--- src/rtl/cordic_rom_seq.sv ---
// Load/run sequencer for the cordic_rom sine core: copies the LUT image, holds and releases core reset, forwards samples.
// Optional running sample checksum output (csum) is enabled by defining CORDIC_SEQ_CSUM_EN.
module cordic_rom_seq #(
  parameter int ADDR_W  = 6,
  parameter int DATA_W  = 48,
  parameter int PHASE_W = 16,
  parameter int AMP_W   = 16,
  parameter int CNT_W   = 16,
  parameter int SETTLE  = 2
) (
  input  logic               clk,
  input  logic               reset,
  input  logic               start,
  input  logic               skip_load,
  input  logic               stop,
  input  logic [CNT_W-1:0]   num,
  input  logic               cfg_valid,
  output logic               cfg_ready,
  input  logic [PHASE_W-1:0] cfg_fcw,
  input  logic [PHASE_W-1:0] cfg_offset,
  output logic [ADDR_W-1:0]  src_addr,
  input  logic [DATA_W-1:0]  src_data,
  output logic               core_rst,
  output logic               core_cen,
  output logic               core_wen,
  output logic [ADDR_W-1:0]  core_idx,
  output logic [DATA_W-1:0]  core_d,
  output logic [PHASE_W-1:0] core_fcw,
  output logic [PHASE_W-1:0] core_offset,
  input  logic [AMP_W-1:0]   core_amp,
  input  logic               core_vld,
  output logic               samp_valid,
  output logic [AMP_W-1:0]   samp_data,
  output logic               busy,
  output logic               done,
`ifdef CORDIC_SEQ_CSUM_EN
  output logic [AMP_W-1:0]   csum,
`endif
  output logic               lut_ok
);

  localparam logic [2:0] S_IDLE   = 3'd0;
  localparam logic [2:0] S_LOAD   = 3'd1;
  localparam logic [2:0] S_SETTLE = 3'd2;
  localparam logic [2:0] S_RUN    = 3'd3;
  localparam logic [2:0] S_DONE   = 3'd4;

  localparam int SET_W = (SETTLE > 1) ? $clog2(SETTLE) : 1;
  localparam logic [ADDR_W-1:0] LAST_IDX = {ADDR_W{1'b1}};
  localparam logic [SET_W-1:0]  SET_LAST = SET_W'(SETTLE - 1);

  logic [2:0]         state_q, state_d;
  logic [ADDR_W-1:0]  src_addr_q, src_addr_d;
  logic               issue_q, issue_d;
  logic               rd_vld_q, rd_vld_d;
  logic [ADDR_W-1:0]  rd_idx_q, rd_idx_d;
  logic               core_rst_q, core_rst_d;
  logic               core_cen_q, core_cen_d;
  logic               core_wen_q, core_wen_d;
  logic [ADDR_W-1:0]  core_idx_q, core_idx_d;
  logic [DATA_W-1:0]  core_d_q, core_d_d;
  logic [PHASE_W-1:0] core_fcw_q, core_fcw_d;
  logic [PHASE_W-1:0] core_offset_q, core_offset_d;
  logic               samp_valid_q, samp_valid_d;
  logic [AMP_W-1:0]   samp_data_q, samp_data_d;
  logic               cfg_ready_q, cfg_ready_d;
  logic               busy_q, busy_d;
  logic               done_q, done_d;
  logic               lut_ok_q, lut_ok_d;
  logic [CNT_W-1:0]   num_q, num_d;
  logic [CNT_W-1:0]   cnt_q, cnt_d;
  logic [CNT_W-1:0]   cnt_inc;
  logic [SET_W-1:0]   settle_cnt_q, settle_cnt_d;

  assign cnt_inc = cnt_q + CNT_W'(1);

  // Next-state and datapath logic for the load/settle/run sequence.
  always_comb begin
    state_d       = state_q;
    src_addr_d    = src_addr_q;
    issue_d       = issue_q;
    core_idx_d    = core_idx_q;
    core_d_d      = core_d_q;
    core_wen_d    = 1'b1;
    samp_valid_d  = 1'b0;
    samp_data_d   = samp_data_q;
    lut_ok_d      = lut_ok_q;
    num_d         = num_q;
    cnt_d         = cnt_q;
    settle_cnt_d  = settle_cnt_q;
    // A read issued last cycle returns its data this cycle.
    rd_vld_d      = (state_q == S_LOAD) && issue_q && !stop;
    rd_idx_d      = src_addr_q;

    case (state_q)
      S_IDLE, S_DONE: begin
        if (start) begin
          num_d = num;
          if (skip_load && lut_ok_q) begin
            state_d      = S_SETTLE;
            settle_cnt_d = '0;
            cnt_d        = '0;
          end else begin
            state_d    = S_LOAD;
            lut_ok_d   = 1'b0;
            src_addr_d = '0;
            issue_d    = 1'b1;
          end
        end else begin
          state_d = state_q;
        end
      end
      S_LOAD: begin
        if (stop) begin
          state_d = S_IDLE;
          issue_d = 1'b0;
        end else begin
          if (issue_q) begin
            if (src_addr_q == LAST_IDX) begin
              issue_d = 1'b0;
            end else begin
              src_addr_d = src_addr_q + ADDR_W'(1);
            end
          end else begin
            issue_d = 1'b0;
          end
          if (rd_vld_q) begin
            core_wen_d = 1'b0;
            core_idx_d = rd_idx_q;
            core_d_d   = src_data;
          end else begin
            core_wen_d = 1'b1;
          end
          // The cycle after the top-index write closes the image.
          if (!core_wen_q && (core_idx_q == LAST_IDX)) begin
            state_d      = S_SETTLE;
            lut_ok_d     = 1'b1;
            settle_cnt_d = '0;
            cnt_d        = '0;
          end else begin
            state_d = S_LOAD;
          end
        end
      end
      S_SETTLE: begin
        if (stop) begin
          state_d = S_DONE;
        end else if (settle_cnt_q == SET_LAST) begin
          state_d = S_RUN;
        end else begin
          settle_cnt_d = settle_cnt_q + SET_W'(1);
        end
      end
      S_RUN: begin
        if (core_vld) begin
          samp_valid_d = 1'b1;
          samp_data_d  = core_amp;
          cnt_d        = cnt_inc;
          if ((num_q != '0) && (cnt_inc == num_q)) begin
            state_d = S_DONE;
          end else begin
            state_d = S_RUN;
          end
        end else begin
          state_d = S_RUN;
        end
        if (stop) begin
          state_d = S_DONE;
        end else begin
          num_d = num_q;
        end
      end
      default: begin
        state_d = S_IDLE;
        issue_d = 1'b0;
      end
    endcase
  end

  // Status, core control and config handshake derived from the next state.
  always_comb begin
    core_rst_d    = (state_d != S_RUN);
    core_cen_d    = (state_d != S_RUN);
    busy_d        = (state_d == S_LOAD) || (state_d == S_SETTLE) || (state_d == S_RUN);
    done_d        = (state_d == S_DONE);
    cfg_ready_d   = cfg_valid && !cfg_ready_q && (state_d != S_LOAD);
    core_fcw_d    = core_fcw_q;
    core_offset_d = core_offset_q;
    if (cfg_valid && cfg_ready_q) begin
      core_fcw_d    = cfg_fcw;
      core_offset_d = cfg_offset;
    end else begin
      core_fcw_d    = core_fcw_q;
      core_offset_d = core_offset_q;
    end
  end

  // State and output registers.
  always_ff @(posedge clk or posedge reset) begin
    if (reset) begin
      state_q       <= S_IDLE;
      src_addr_q    <= '0;
      issue_q       <= 1'b0;
      rd_vld_q      <= 1'b0;
      rd_idx_q      <= '0;
      core_rst_q    <= 1'b1;
      core_cen_q    <= 1'b1;
      core_wen_q    <= 1'b1;
      core_idx_q    <= '0;
      core_d_q      <= '0;
      core_fcw_q    <= '0;
      core_offset_q <= '0;
      samp_valid_q  <= 1'b0;
      samp_data_q   <= '0;
      cfg_ready_q   <= 1'b0;
      busy_q        <= 1'b0;
      done_q        <= 1'b0;
      lut_ok_q      <= 1'b0;
      num_q         <= '0;
      cnt_q         <= '0;
      settle_cnt_q  <= '0;
    end else begin
      state_q       <= state_d;
      src_addr_q    <= src_addr_d;
      issue_q       <= issue_d;
      rd_vld_q      <= rd_vld_d;
      rd_idx_q      <= rd_idx_d;
      core_rst_q    <= core_rst_d;
      core_cen_q    <= core_cen_d;
      core_wen_q    <= core_wen_d;
      core_idx_q    <= core_idx_d;
      core_d_q      <= core_d_d;
      core_fcw_q    <= core_fcw_d;
      core_offset_q <= core_offset_d;
      samp_valid_q  <= samp_valid_d;
      samp_data_q   <= samp_data_d;
      cfg_ready_q   <= cfg_ready_d;
      busy_q        <= busy_d;
      done_q        <= done_d;
      lut_ok_q      <= lut_ok_d;
      num_q         <= num_d;
      cnt_q         <= cnt_d;
      settle_cnt_q  <= settle_cnt_d;
    end
  end

`ifdef CORDIC_SEQ_CSUM_EN
  logic [AMP_W-1:0] csum_q, csum_d;

  // Running checksum: restarts on SETTLE entry, accumulates each emitted sample.
  always_comb begin
    if ((state_d == S_SETTLE) && (state_q != S_SETTLE)) begin
      csum_d = '0;
    end else if (samp_valid_q) begin
      csum_d = csum_q + samp_data_q;
    end else begin
      csum_d = csum_q;
    end
  end

  // Checksum register.
  always_ff @(posedge clk or posedge reset) begin
    if (reset) begin
      csum_q <= '0;
    end else begin
      csum_q <= csum_d;
    end
  end

  assign csum = csum_q;
`endif

  assign src_addr    = src_addr_q;
  assign core_rst    = core_rst_q;
  assign core_cen    = core_cen_q;
  assign core_wen    = core_wen_q;
  assign core_idx    = core_idx_q;
  assign core_d      = core_d_q;
  assign core_fcw    = core_fcw_q;
  assign core_offset = core_offset_q;
  assign samp_valid  = samp_valid_q;
  assign samp_data   = samp_data_q;
  assign cfg_ready   = cfg_ready_q;
  assign busy        = busy_q;
  assign done        = done_q;
  assign lut_ok      = lut_ok_q;

endmodule

--- config.mk ---
export PLATFORM = sky130hd
export DESIGN_NAME = cordic_rom_seq
export DESIGN_NICKNAME = d
export VERILOG_FILES = /design/src/rtl/cordic_rom_seq.sv
export SDC_FILE = /design/constraint.sdc
export NUM_CORES = 1
export LEC_CHECK = 0
export ABC_AREA = 1
export CAP_MARGIN = 20
export CELL_PAD_IN_SITES_DETAIL_PLACEMENT = 1
export CELL_PAD_IN_SITES_GLOBAL_PLACEMENT = 1
export CORE_UTILIZATION = 37
export DETAILED_ROUTE_END_ITERATION = 6
export PLACE_DENSITY = 0.9
export SYNTH_ARGS = -nofsm -noshare
export SYNTH_HDL_FRONTEND = slang
export SYNTH_SLANG_ARGS = --single-unit
--- constraint.sdc ---
create_clock -name clk -period 12.6 [get_ports clk]
set_input_delay 2.52 -clock clk [delete_from_list [all_inputs] [get_ports clk]]
set_output_delay 2.52 -clock clk [all_outputs]
set_load 0.01 [all_outputs]
Word-level counts from Yosys, hierarchy flattened:

Cells that the tools add are included.

* bitwise logic cells: 2
* reductions and logical operators: 28
* add/sub/neg operators: 3
* equality and inequality tests: 22
* mux-type cells: 45

Operators by type and width (number)
* $mux 16: 5
* $pmux 16 s3: 1
* $mux 6: 5
* $mux 1: 20
* $mux 3: 6
* $reduce_and 6->1: 3
* $add 16x1->16 const B: 1
* $eq 16x16->1: 1
* $ne 2x2->1 const B: 8
* $reduce_bool 16->1: 1
* $eq 3x2->1 const B: 4
* $eq 6x6->1 const B: 2
* $pmux 3 s4: 1
* $pmux 6 s2: 1
* $logic_and 1x1->1: 8
* $add 6x1->6 const B: 1
* $eq 3x1->1 const B: 2
* $eq 3x3->1 const B: 2
* $mux 2: 3
* $pmux 1 s3: 2
* $reduce_and 3->1: 2
* $reduce_bool 3->1: 2
* $reduce_and 5->1: 1
* $reduce_and 2->1: 2
* other kinds (11): 16

* output and inout port bits: 116
* register bits after elaboration: 159
* bits of input ports: 119

Depth between registers and ports, before layout:

Gate-level depths: netlist (run 1).

* depth after elaboration: 10
* depth in mapped cells: 15
* depth with buffers taken out: 15

Worst setup path before layout (run 1):

No wires, ideal clock.

* kind: in2reg
* start point: input port stop
* end point: register core_d_q[18], in the netlist core_d[18]
* arrival: 3.451 ns
* library setup time: 0.125 ns
* slack: 9.025 ns
* buffers on the path: 2
* data required time: 12.475 ns
* stages: 7
* path through: inv_1 nand2_1 inv_2 nand2_1 buf_4 buf_6 mux2_2

* word-level cells in the longest chain between the ends: 2

RTL lines
* start: declaration: RTL line 15 `input logic stop,`
* $not 1->1 (no line)
* $reduce_and 3->1 (no line)
* end signal: assignment: RTL line 232 `core_d_q <= core_d_d;`
* end: declaration: RTL line 61 `logic [DATA_W-1:0] core_d_q, core_d_d;`

Every way passes these cells.
A chain may end at the register's enable or synchronous reset.

Worst setup path after layout (run 1):

* start point: input port stop
* end point: register core_d_q[19], in the netlist core_d[19]

The elaborated chain is that of the path after synthesis.

==> summary.md, run 1 <==
| Metric | Value |
|---|---|
| Clock root cell | clkbuf_16 |
| Setup slack after placement | 7.95 ns |
| Initial Util | 37.9% |
| Hold Crit Class | flop to flop |
| Warnings from Yosys | 0 |
| Share of power burned in registers | 39.7% |
| Core area | 0.0180 mm2 |
| CTS Hold Bufs | 0 |
| Endpoint class of the critical path | flop |
| GRT met3 Usage | 6.76% |
| Final-stage net count | 1020 |
| Total number of vias | 5660 |
| Worst hold-check slack | 0.407 ns |
| Non-Filler Instances | 1143 |
| Cells after Synth | 660 |
| Wire length of the first global-routing pass | 32.6 mm |
| Net switching power figure | 0.517 mW |
| Highest attainable clock frequency | 0.241 GHz |
| Clock Tree Buf Depth | 2 |
| Number of DRC violations after detailed routing | 0 |
| Adder-Cell Fraction of Synth Area | 0.366% |
| Non-Filler Cell Area, Final | 0.0100 mm2 |
| Final weighted congestion in routability-driven placement | 0.814 |
| Fraction of the mapped netlist area in compound gates | 4.10% |
| Power Density | 179 mW/mm2 |
| Worst-path maximum fanout | 57 |
| Count of unique library cells instantiated by Yosys | 34 |
| Minimum setup slack among reg-to-reg paths | 10.39 ns |
| Switching Share | 28.7% |
| Combinational family with the most area after synthesis | simple AND/OR/NAND/NOR gates |
| Area share of xor/xnor cells in the synthesized design | 0.586% |
| Pins over their slew limit | 0 |
| Insertion delay to the later sink of the worst-skew pair | 0.43 ns |
| Vias in the first global route | 6106 |
| Area enclosed by the die boundary | 0.0190 mm2 |
| WL final | 21.9 mm |
| Flop and latch count out of synthesis | 159 |
| Number of placed cells counting well taps | 1109 |
| Number of levels in the clock H-tree | 4 |
| Syn Std Cell Area | 0.00683 mm2 |
| Combinational Power Share | 28.7% |
| Critical path endpoint | core_d[19] |
| Critical path data arrival time | 4.46 ns |
| Mean area per synthesized cell | 10.3 um2 |
| RSZ-0062 raised after global routing | false |
| Die boundary height | 138 um |
| Aggregate global routing overflow | 0 |
| Data required time at the worst endpoint | 12.91 ns |
| Type of the setup path with the least slack | primary input to flop |
| Critical register-to-register path endpoint | cnt_q[13] |
| Final setup violation count | 0 |
| Reported leakage power | 4.54 nW |
| Met1 Track Usage GR | 23.8% |
| Minimum clock period | 4.14 ns |
| Floorplan row count | 49 |
| Total negative slack for setup checks | 0 ns |
| Pin count of the biggest net entering global routing | 86 |
| CTS tree | done |
| Fill count | 1950 |
| Detail-routed via count per cell | 4.95 |
| Width of the chip | 138 um |
| Outcome | complete, no violations |
| Placed cell areas | 0.00940 mm2 |
| Actual transition at the worst max-transition pin | 0.988 ns |
| Number of iterations in the first detailed-routing pass | 4 |
| Detail Route Antenna Nets | 0 |
| Commonest cells after routing, fill and taps aside | clkdlybuf4s50_1, nand2_1, dfrtp_1 |
| Post-synth net total | 781 |
| Number of violations reported at the end of detailed-routing iteration 0 | 245 |
| Leading cell type in the layout, fill and taps excluded | clkdlybuf4s50_1 |
| Final hold violation count | 0 |
| Final critical-path share of the clock period | 32.9% |
| Start point of the critical path | stop |
| Ports placed on the boundary | 235 |
| Internal power contribution | 1.28 mW |
| Reg clk slew, reported paths | 0.07 ns |
| Share of final-layout standard cells stronger than drive strength 1 | 15.6% |
| Buffer count from post-CTS setup fixing | 0 |
| Clock sinks | 159 |
| Number of antenna violations at the first check in global routing | 1 |
| Worst Skew | 0.0126 ns |
| Synthesis-to-finish area growth | 47.2% |
| Proportion of power drawn by the clock network | 31.6% |
| Max VDD drop | 0.142 mV |
| Combined global-route utilization of all metal layers | 23.1% |
| Met2 routing resource usage after global routing | 43.8% |
| Number of gates resized after cts | 0 |
| Simple-gate area share of the yosys netlist | 18.2% |
| Worst reg2reg path startpoint | core_idx[3] |
| Global route hottest layer | met2 |
| Number of maximum-capacitance constraint violations | 0 |
| Min setup slack post-route | 8.46 ns |
| Worst Setup Start Kind | primary input |
| Depth of the worst register-to-register path | 6 |
| DR WL/cell | 19.1 um |
| Placed wire-length estimate after detailed placement | 15.9 mm |
| Number of buffers inserted by port buffering | 234 |
| Multiplexer fraction of the synthesized cell area | 13.9% |
| Worst slew slack as a fraction of its limit | 34.1% |
| Sequential share of the synthesized area | 58.3% |
| Number of CTS-inserted buffers | 17 |
critical path, stage by stage:
cell             delay [ns]
clkdlybuf4s50_1        0.51
inv_1                  0.12
nand2_1                0.13
inv_2                  0.07
nand2_2                0.05
buf_4                  0.56
mux2_2                 0.43
layer usage:
metal  wire [um]  vias to the layer above
li1            -                     2635
met1        7860                     2820
met2       11900                      177
met3        1600                       28
met4         452                        0
met5           0                        -
cells in the mapped netlist, drive strengths merged:
| master | instances | area share [%] |
|---|---|---|
| xnor3 | 1 | 0.33 |
| nor3 | 4 | 0.29 |
| nor3b | 1 | 0.11 |
| nand2 | 178 | 10 |
| nand3b | 2 | 0.22 |
| buf | 15 | 1.4 |
| dfstp | 2 | 0.77 |
| dfrtp | 157 | 58 |
| o21ai | 27 | 2.0 |
| nand4 | 7 | 0.64 |
| o22ai | 9 | 0.82 |
| nor2 | 48 | 3.3 |
| o21bai | 1 | 0.11 |
| and3 | 1 | 0.092 |
| clkbuf | 4 | 0.22 |
| xor2 | 2 | 0.26 |
| ha | 2 | 0.37 |
| nor4 | 1 | 0.092 |
| o21a | 1 | 0.11 |
| inv | 55 | 3.0 |
| mux2 | 84 | 14 |
| nand3 | 45 | 3.4 |
| a21oi | 12 | 0.88 |
| a32o | 1 | 0.15 |
power groups by stage:
| stage | Combinational [mW] | Clock, mW | Sequential (mW) |
|---|---|---|---|
| 2_1_floorplan | 0.150 | 0 | 0.754 |
| 3_3_place_gp | 0.493 | 0 | 0.701 |
| 3_5_place_dp | 0.517 | 0 | 0.719 |
| 4_1_cts | 0.524 | 0.579 | 0.715 |
| 5_1_grt | 0.556 | 0.600 | 0.728 |
| 6_report | 0.517 | 0.568 | 0.713 |
cell type report:
class                   count  area, um2  area share [%]
flip-flops and latches    159       3980            39.6
diodes                      2       5.00          0.0498
clock inverters            15        224            2.23
clock buffers              17        425            4.23
multi-input cells         427       2540            25.2
well taps                 229        287            2.85
inverters                  55        211            2.10
repair buffers            239       2380            23.7
registers in the layout (all words and copies together), names as in the netlist:
register	flops
core_offset	16
state_q	3
samp_valid	1
done	1
issue_q	1
core_cen	1
cfg_ready	1
rd_vld_q	1
src_addr	6
core_wen	1
cnt_q	16
rd_idx_q	6
lut_ok	1
num_q	16
settle_cnt_q	1
core_d	48
core_fcw	16
samp_data	16
core_idx	6
busy	1
cells by family (layout without fill, tap and decap cells):
group	after synthesis	after routing
buf+inv	74	326
mux	84	84
other cells	0	2
xor+xnor	3	3
fa+ha+maj	2	2
flops	159	159
simple gates	287	287
compound gates	51	51
per-stage QoR:
step	total power, mW	utilization [%]
6_report	1.80	55.8
5_1_grt	1.88	55.7
4_1_cts	1.82	55.7
3_5_place_dp	1.24	52.1
3_3_place_gp	1.19	52.1
2_1_floorplan	0.903	-
how the worst min path moves through the flow:
stage	depth (start not counted)	end	from	slack [ns]
3_3_place_gp	0	rd_idx_q[5]	src_addr[5]	0.39
3_5_place_dp	0	rd_idx_q[5]	src_addr[5]	0.40
4_1_cts	0	rd_idx_q[5]	src_addr[5]	0.41
2_1_floorplan	0	rd_idx_q[5]	src_addr[5]	0.43
5_1_grt	0	rd_idx_q[5]	src_addr[5]	0.43
6_report	0	rd_idx_q[5]	src_addr[5]	0.41
(Power assumes the default switching activity.)
==> run 2: changes to the inputs <==
CORE_UTILIZATION = 34   (was 37)
PLACE_DENSITY = 0.84   (was 0.9)
clock period = 4.2 ns   (was 12.6 ns; I/O delays follow)
==> run 2 against run 1 <==
Routed wire length down 3.6%; flip-flop and latch count unchanged; worst setup slack worse by 6.7 ns; first-iteration DRC count down 13%; critical endpoint is now core_d[32].
==> summary.md, run 2 (same netlist as run 1, synthesis figures left out) <==
| Metric | Value |
|---|---|
| Number of levels in the clock H-tree | 4 |
| Max VDD drop | 0.269 mV |
| Share of final-layout standard cells stronger than drive strength 1 | 15.4% |
| Number of maximum-capacitance constraint violations | 0 |
| Core area | 0.0196 mm2 |
| Final-stage net count | 1021 |
| Pins over their slew limit | 0 |
| Data required time at the worst endpoint | 4.50 ns |
| Combined global-route utilization of all metal layers | 21.0% |
| Buffer count from post-CTS setup fixing | 0 |
| CTS tree | done |
| Switching Share | 28.8% |
| Wire length of the first global-routing pass | 32.7 mm |
| Total number of vias | 5520 |
| Worst-path maximum fanout | 57 |
| Share of power burned in registers | 40.8% |
| Number of flip-flops under the largest register name | 48 |
| CTS Hold Bufs | 0 |
| Cell at the slowest stage of the critical path | buf_4 |
| Family of cells with the greatest summed delay on the critical path | buffers and inverters |
| Number of violations reported at the end of detailed-routing iteration 0 | 212 |
| Area enclosed by the die boundary | 0.0207 mm2 |
| Worst slew slack as a fraction of its limit | 43.2% |
| Buffers and inverters on the worst path | 4 |
| DR WL/cell | 17.9 um |
| Net switching power figure | 1.50 mW |
| Largest stage delay, worst path | 0.57 ns |
| Sum of internal, switching and leakage power | 5.22 mW |
| Leading cell type in the layout, fill and taps excluded | clkdlybuf4s50_1 |
| Synthesis-to-finish area growth | 47.0% |
| Final setup violation count | 0 |
| Type of the setup path with the least slack | primary input to flop |
| Proportion of power drawn by the clock network | 29.7% |
| Placed cell areas | 0.00946 mm2 |
| Power Density | 520 mW/mm2 |
| Detail Route Antenna Nets | 0 |
| Number of DRC violations after detailed routing | 0 |
| Hold Crit Class | flop to flop |
| Ordered cell list for the critical path | clkdlybuf4s50_1 > inv_1 > nand2_1 > inv_2 > nand2_2 > buf_4 > mux2_2 |
| Floorplan row count | 51 |
| Placed wire-length estimate after detailed placement | 15.6 mm |
| Detail-routed via count per cell | 4.69 |
| Combinational Power Share | 29.6% |
| Reg clk slew, reported paths | 0.07 ns |
| Final weighted congestion in routability-driven placement | 0.798 |
| Reported leakage power | 4.51 nW |
| Vias in the first global route | 5937 |
| Endpoint class of the critical path | flop |
| Actual transition at the worst max-transition pin | 0.844 ns |
| Number of buffers inserted by port buffering | 234 |
| Number of antenna violations at the first check in global routing | 0 |
| Commonest cells after routing, fill and taps aside | clkdlybuf4s50_1, nand2_1, dfrtp_1 |
| Fill count | 2170 |
| Die boundary height | 144 um |
| Worst Setup Start Kind | primary input |
| Minimum clock period | 2.47 ns |
| Number of CTS-inserted buffers | 17 |
| Aggregate global routing overflow | 0 |
| Critical path data arrival time | 2.77 ns |
| Internal power contribution | 3.72 mW |
| Initial Util | 34.9% |
| Non-Filler Cell Area, Final | 0.0100 mm2 |
| Clock Tree Buf Depth | 2 |
| Worst hold-check slack | 0.413 ns |
| Clock root cell | clkbuf_16 |
| Outcome | complete, no violations |
| Ports placed on the boundary | 235 |
| Number of iterations in the first detailed-routing pass | 4 |
| Width of the chip | 144 um |
| Clock sinks | 159 |
| Number of diodes added for antenna fixing | 0 |
| WL final | 21.1 mm |
| Final critical-path share of the clock period | 58.8% |
| Total negative slack for setup checks | 0 ns |
| RSZ-0062 raised after global routing | false |
| Worst Skew | 0.00842 ns |
| Insertion delay to the later sink of the worst-skew pair | 0.42 ns |
| Highest attainable clock frequency | 0.405 GHz |
| Number of gates resized after cts | 0 |
| Final hold violation count | 0 |
| Pin count of the biggest net entering global routing | 107 |
run 2: metal layers:
layer / vias to the layer above / share of wire (%) / global-route usage (%)
met5: - / 0 / 0
li1: 2640 / - / -
met1: 2706 / 40 / 24.0
met4: 0 / 1.1 / 5.04
met2: 158 / 52 / 38.5
met3: 16 / 6.5 / 5.93
run 2: worst paths after layout:
kind                        startpoint           to  slack [ns]  cells after the start
hold / removal             src_addr[5]  rd_idx_q[5]        0.41                      0
setup / recovery                  stop   core_d[32]        1.73                      7
hold reg to reg            src_addr[5]  rd_idx_q[5]        0.41                      0
min in group asynchronous        reset         done        0.82                      2
max in group asynchronous        reset     cnt_q[2]        2.43                      3
setup reg to reg           core_idx[1]     cnt_q[9]        1.78                      6
run 2: power groups by stage:
stage | sequential (mW) | clock, mW | combinational [mW]
floorplan | 2.26 | 0 | 0.449
global placement | 2.11 | 0 | 1.49
detailed placement | 2.15 | 0 | 1.55
CTS | 2.13 | 1.59 | 1.57
global route | 2.17 | 1.66 | 1.67
finish | 2.13 | 1.55 | 1.54
run 2: area by class of cell:
cell class	instances	area, um2	share of cell area (%)
well taps	265	332	3.30
repair buffers	240	2400	23.9
multi-input cells	427	2530	25.2
clock inverters	13	155	1.55
inverters	55	210	2.09
flip-flops and latches	159	3980	39.7
clock buffers	18	429	4.27
run 2: worst register-to-register path: stages (launching register included):
cell,delay (ns)
dfrtp_1,0.41
nand4_1,0.14
nor4_1,0.66
inv_1,0.10
a21oi_1,0.16
and3_1,0.61
o21ai_0,0.18
run 2: metrics by stage:
| step | worst slack (ns) | util [%] | instances |
|---|---|---|---|
| global route | 1.60 | 51.3 | 1177 |
| detailed placement | 1.31 | 48.3 | 1146 |
| floorplan | 1.35 | - | 660 |
| finish | 1.73 | 51.3 | 1177 |
| global placement | 1.38 | 48.3 | 1146 |
| CTS | 1.76 | 51.3 | 1177 |
==> run 3: changes to the inputs <==
CORE_UTILIZATION = 31   (was 34)
PLACE_DENSITY = 0.81   (was 0.84)
clock period = 2.2 ns   (was 4.2 ns; I/O delays follow)
==> run 3 against run 2 <==
First-iteration DRC count is 26% lower; die area is 9.5% higher; core utilization is 2.9 points lower; sequential share of layout area is 0.94 points lower; clock skew is 0.0028 ns higher; power is 94% higher; routed wire length is 3.6% lower; count of clock-buffer cells in the layout stayed put.
==> summary.md, run 3 (same netlist as run 1, synthesis figures left out) <==
| Metric | Value |
|---|---|
| Clock sinks | 159 |
| Fill count | 2337 |
| Number of buffers inserted by port buffering | 234 |
| Outcome | complete, no violations |
| Final critical-path share of the clock period | 89.6% |
| Vias in the first global route | 6008 |
| Initial Util | 32.1% |
| RSZ-0062 raised after global routing | false |
| CTS tree | done |
| Total number of vias | 5637 |
| Non-Filler Cell Area, Final | 0.0103 mm2 |
| Actual transition at the worst max-transition pin | 0.411 ns |
| Wire length of the first global-routing pass | 32.0 mm |
| Number of antenna violations at the first check in global routing | 1 |
| Detail Route Antenna Nets | 0 |
| CTS Hold Bufs | 0 |
| Critical path data arrival time | 2.26 ns |
| Clock root cell | clkbuf_16 |
| Final weighted congestion in routability-driven placement | 0.814 |
| Endpoint class of the critical path | flop |
| Share of final-layout standard cells stronger than drive strength 1 | 17.2% |
| Final hold violation count | 0 |
| Reported leakage power | 4.64 nW |
| Width of the chip | 150 um |
| Hold Crit Class | primary input to async pin |
| Data required time at the worst endpoint | 2.49 ns |
| Placed wire-length estimate after detailed placement | 15.5 mm |
| Number of CTS-inserted buffers | 17 |
| Ports placed on the boundary | 235 |
| Pins over their slew limit | 0 |
| Final core utilization | 48.3% |
| Number of iterations in the first detailed-routing pass | 4 |
| Max VDD drop | 0.458 mV |
| Power Density | 986 mW/mm2 |
| Setup slack after placement | 0.0593 ns |
| Final-stage net count | 1037 |
| Critical register-to-register path endpoint | busy |
| Type of the setup path with the least slack | flop to flop |
| Min setup slack post-route | 0.228 ns |
| Number of violations reported at the end of detailed-routing iteration 0 | 156 |
| Internal power contribution | 7.29 mW |
| Reg clk slew, reported paths | 0.07 ns |
| Worst Setup Start Kind | flop |
| Die boundary height | 150 um |
| Insertion delay to the later sink of the worst-skew pair | 0.42 ns |
| Commonest cells after routing, fill and taps aside | clkdlybuf4s50_1, nand2_1, dfrtp_1 |
| Share of power burned in registers | 39.8% |
| Non-Filler Instances | 1205 |
| Synthesis-to-finish area growth | 50.6% |
| Pin count of the biggest net entering global routing | 56 |
| Combinational Power Share | 28.9% |
| WL final | 20.3 mm |
| Placed cell areas | 0.00962 mm2 |
| Number of DRC violations after detailed routing | 0 |
| Proportion of power drawn by the clock network | 31.3% |
| Number of flip-flops under the largest register name | 48 |
| Minimum clock period | 1.97 ns |
| Minimum setup slack among reg-to-reg paths | 0.23 ns |
| Number of levels in the clock H-tree | 4 |
| Detail-routed via count per cell | 4.68 |
| Net switching power figure | 2.85 mW |
| Area enclosed by the die boundary | 0.0226 mm2 |
| Leading cell type in the layout, fill and taps excluded | clkdlybuf4s50_1 |
| Number of placed cells counting well taps | 1169 |
| Floorplan row count | 53 |
| Clock Tree Buf Depth | 2 |
| Worst-path maximum fanout | 8 |
| Switching Share | 28.1% |
| DR WL/cell | 16.9 um |
| Depth of the worst register-to-register path | 12 |
| Combined global-route utilization of all metal layers | 18.4% |
| Worst reg2reg path startpoint | cnt_q[1] |
| Final setup violation count | 0 |
| Core area | 0.0213 mm2 |
| Combined area of the multi-input logic cells | 0.00254 mm2 |
| Aggregate global routing overflow | 0 |
| Highest attainable clock frequency | 0.507 GHz |
| Storage element area | 0.00398 mm2 |
| Worst slew slack as a fraction of its limit | 72.6% |
| Worst Skew | 0.0112 ns |
| Number of maximum-capacitance constraint violations | 0 |
[run 3: cell count changes in the layout (fill, tap and decap cells not counted), moves of 2 or more]
cell,change
buf_12,+4
inv_6,+2
buf_4,+12
clkinvlp_4,-3
inv_8,+2
[run 3: area by class of cell]
cell class | count | area share (%)
clock buffers | 18 | 4.27
repair buffers | 256 | 25.0
clock inverters | 14 | 1.89
diodes | 1 | 0.0243
inverters | 55 | 2.04
well taps | 275 | 3.35
multi-input cells | 427 | 24.7
flip-flops and latches | 159 | 38.7
[run 3: worst max path at each step]
stage             start           to  slack [ns]  cells after the start
2_1_floorplan     reset         busy       -0.25                      1
3_3_place_gp       stop  core_idx[1]        0.11                      7
3_5_place_dp       stop  core_idx[0]        0.06                      7
4_1_cts        cnt_q[0]         busy        0.17                     12
5_1_grt        cnt_q[1]         busy        0.01                     12
6_report       cnt_q[1]         busy        0.23                     12
[run 3: critical path, stage by stage (launching register included)]
cell     delay [ns]
dfrtp_1        0.39
ha_2           0.22
nand2_1        0.12
nor2_4         0.23
nand4_1        0.16
nand2_1        0.12
nand2_1        0.05
nand2_1        0.05
nand2_1        0.08
nor2_1         0.15
nand3_2        0.09
nand3_2        0.10
nand3_1        0.08
[run 3: per-layer routing]
metal | global-route usage, % | vias up | part of all wire [%] | wire [um]
met1 | 21.8 | 2766 | 41 | 8310
met3 | 3.64 | 15 | 6.0 | 1230
met5 | 0 | - | 0 | 0
li1 | - | 2684 | - | -
met2 | 33.6 | 172 | 52 | 10600
met4 | 5.15 | 0 | 0.93 | 188
[run 3: power by group through the flow]
stage          registers, mW  logic [mW]  clock network, mW
2_1_floorplan           4.32       0.857                  0
5_1_grt                 4.14        3.16               3.38
6_report                4.04        2.93               3.18
3_5_place_dp            4.10        2.97                  0
4_1_cts                 4.05        2.98               3.26
3_3_place_gp            4.04        2.87                  0
[run 3: what timing repair did]
item | in CTS | in global routing
endpoints found under the hold margin | 0 | 0
setup endpoints to repair | 0 | 6
setup buffers | 0 | 3
resized for setup | 0 | 2
[run 3: metrics by stage]
stage,power (mW),setup TNS [ns],hold WS (ns)
2_1_floorplan,5.17,-39.76,0.435
3_3_place_gp,6.91,0,0.391
3_5_place_dp,7.07,0,0.401
4_1_cts,10.3,0,0.370
5_1_grt,10.7,0,0.383
6_report,10.1,0,0.372
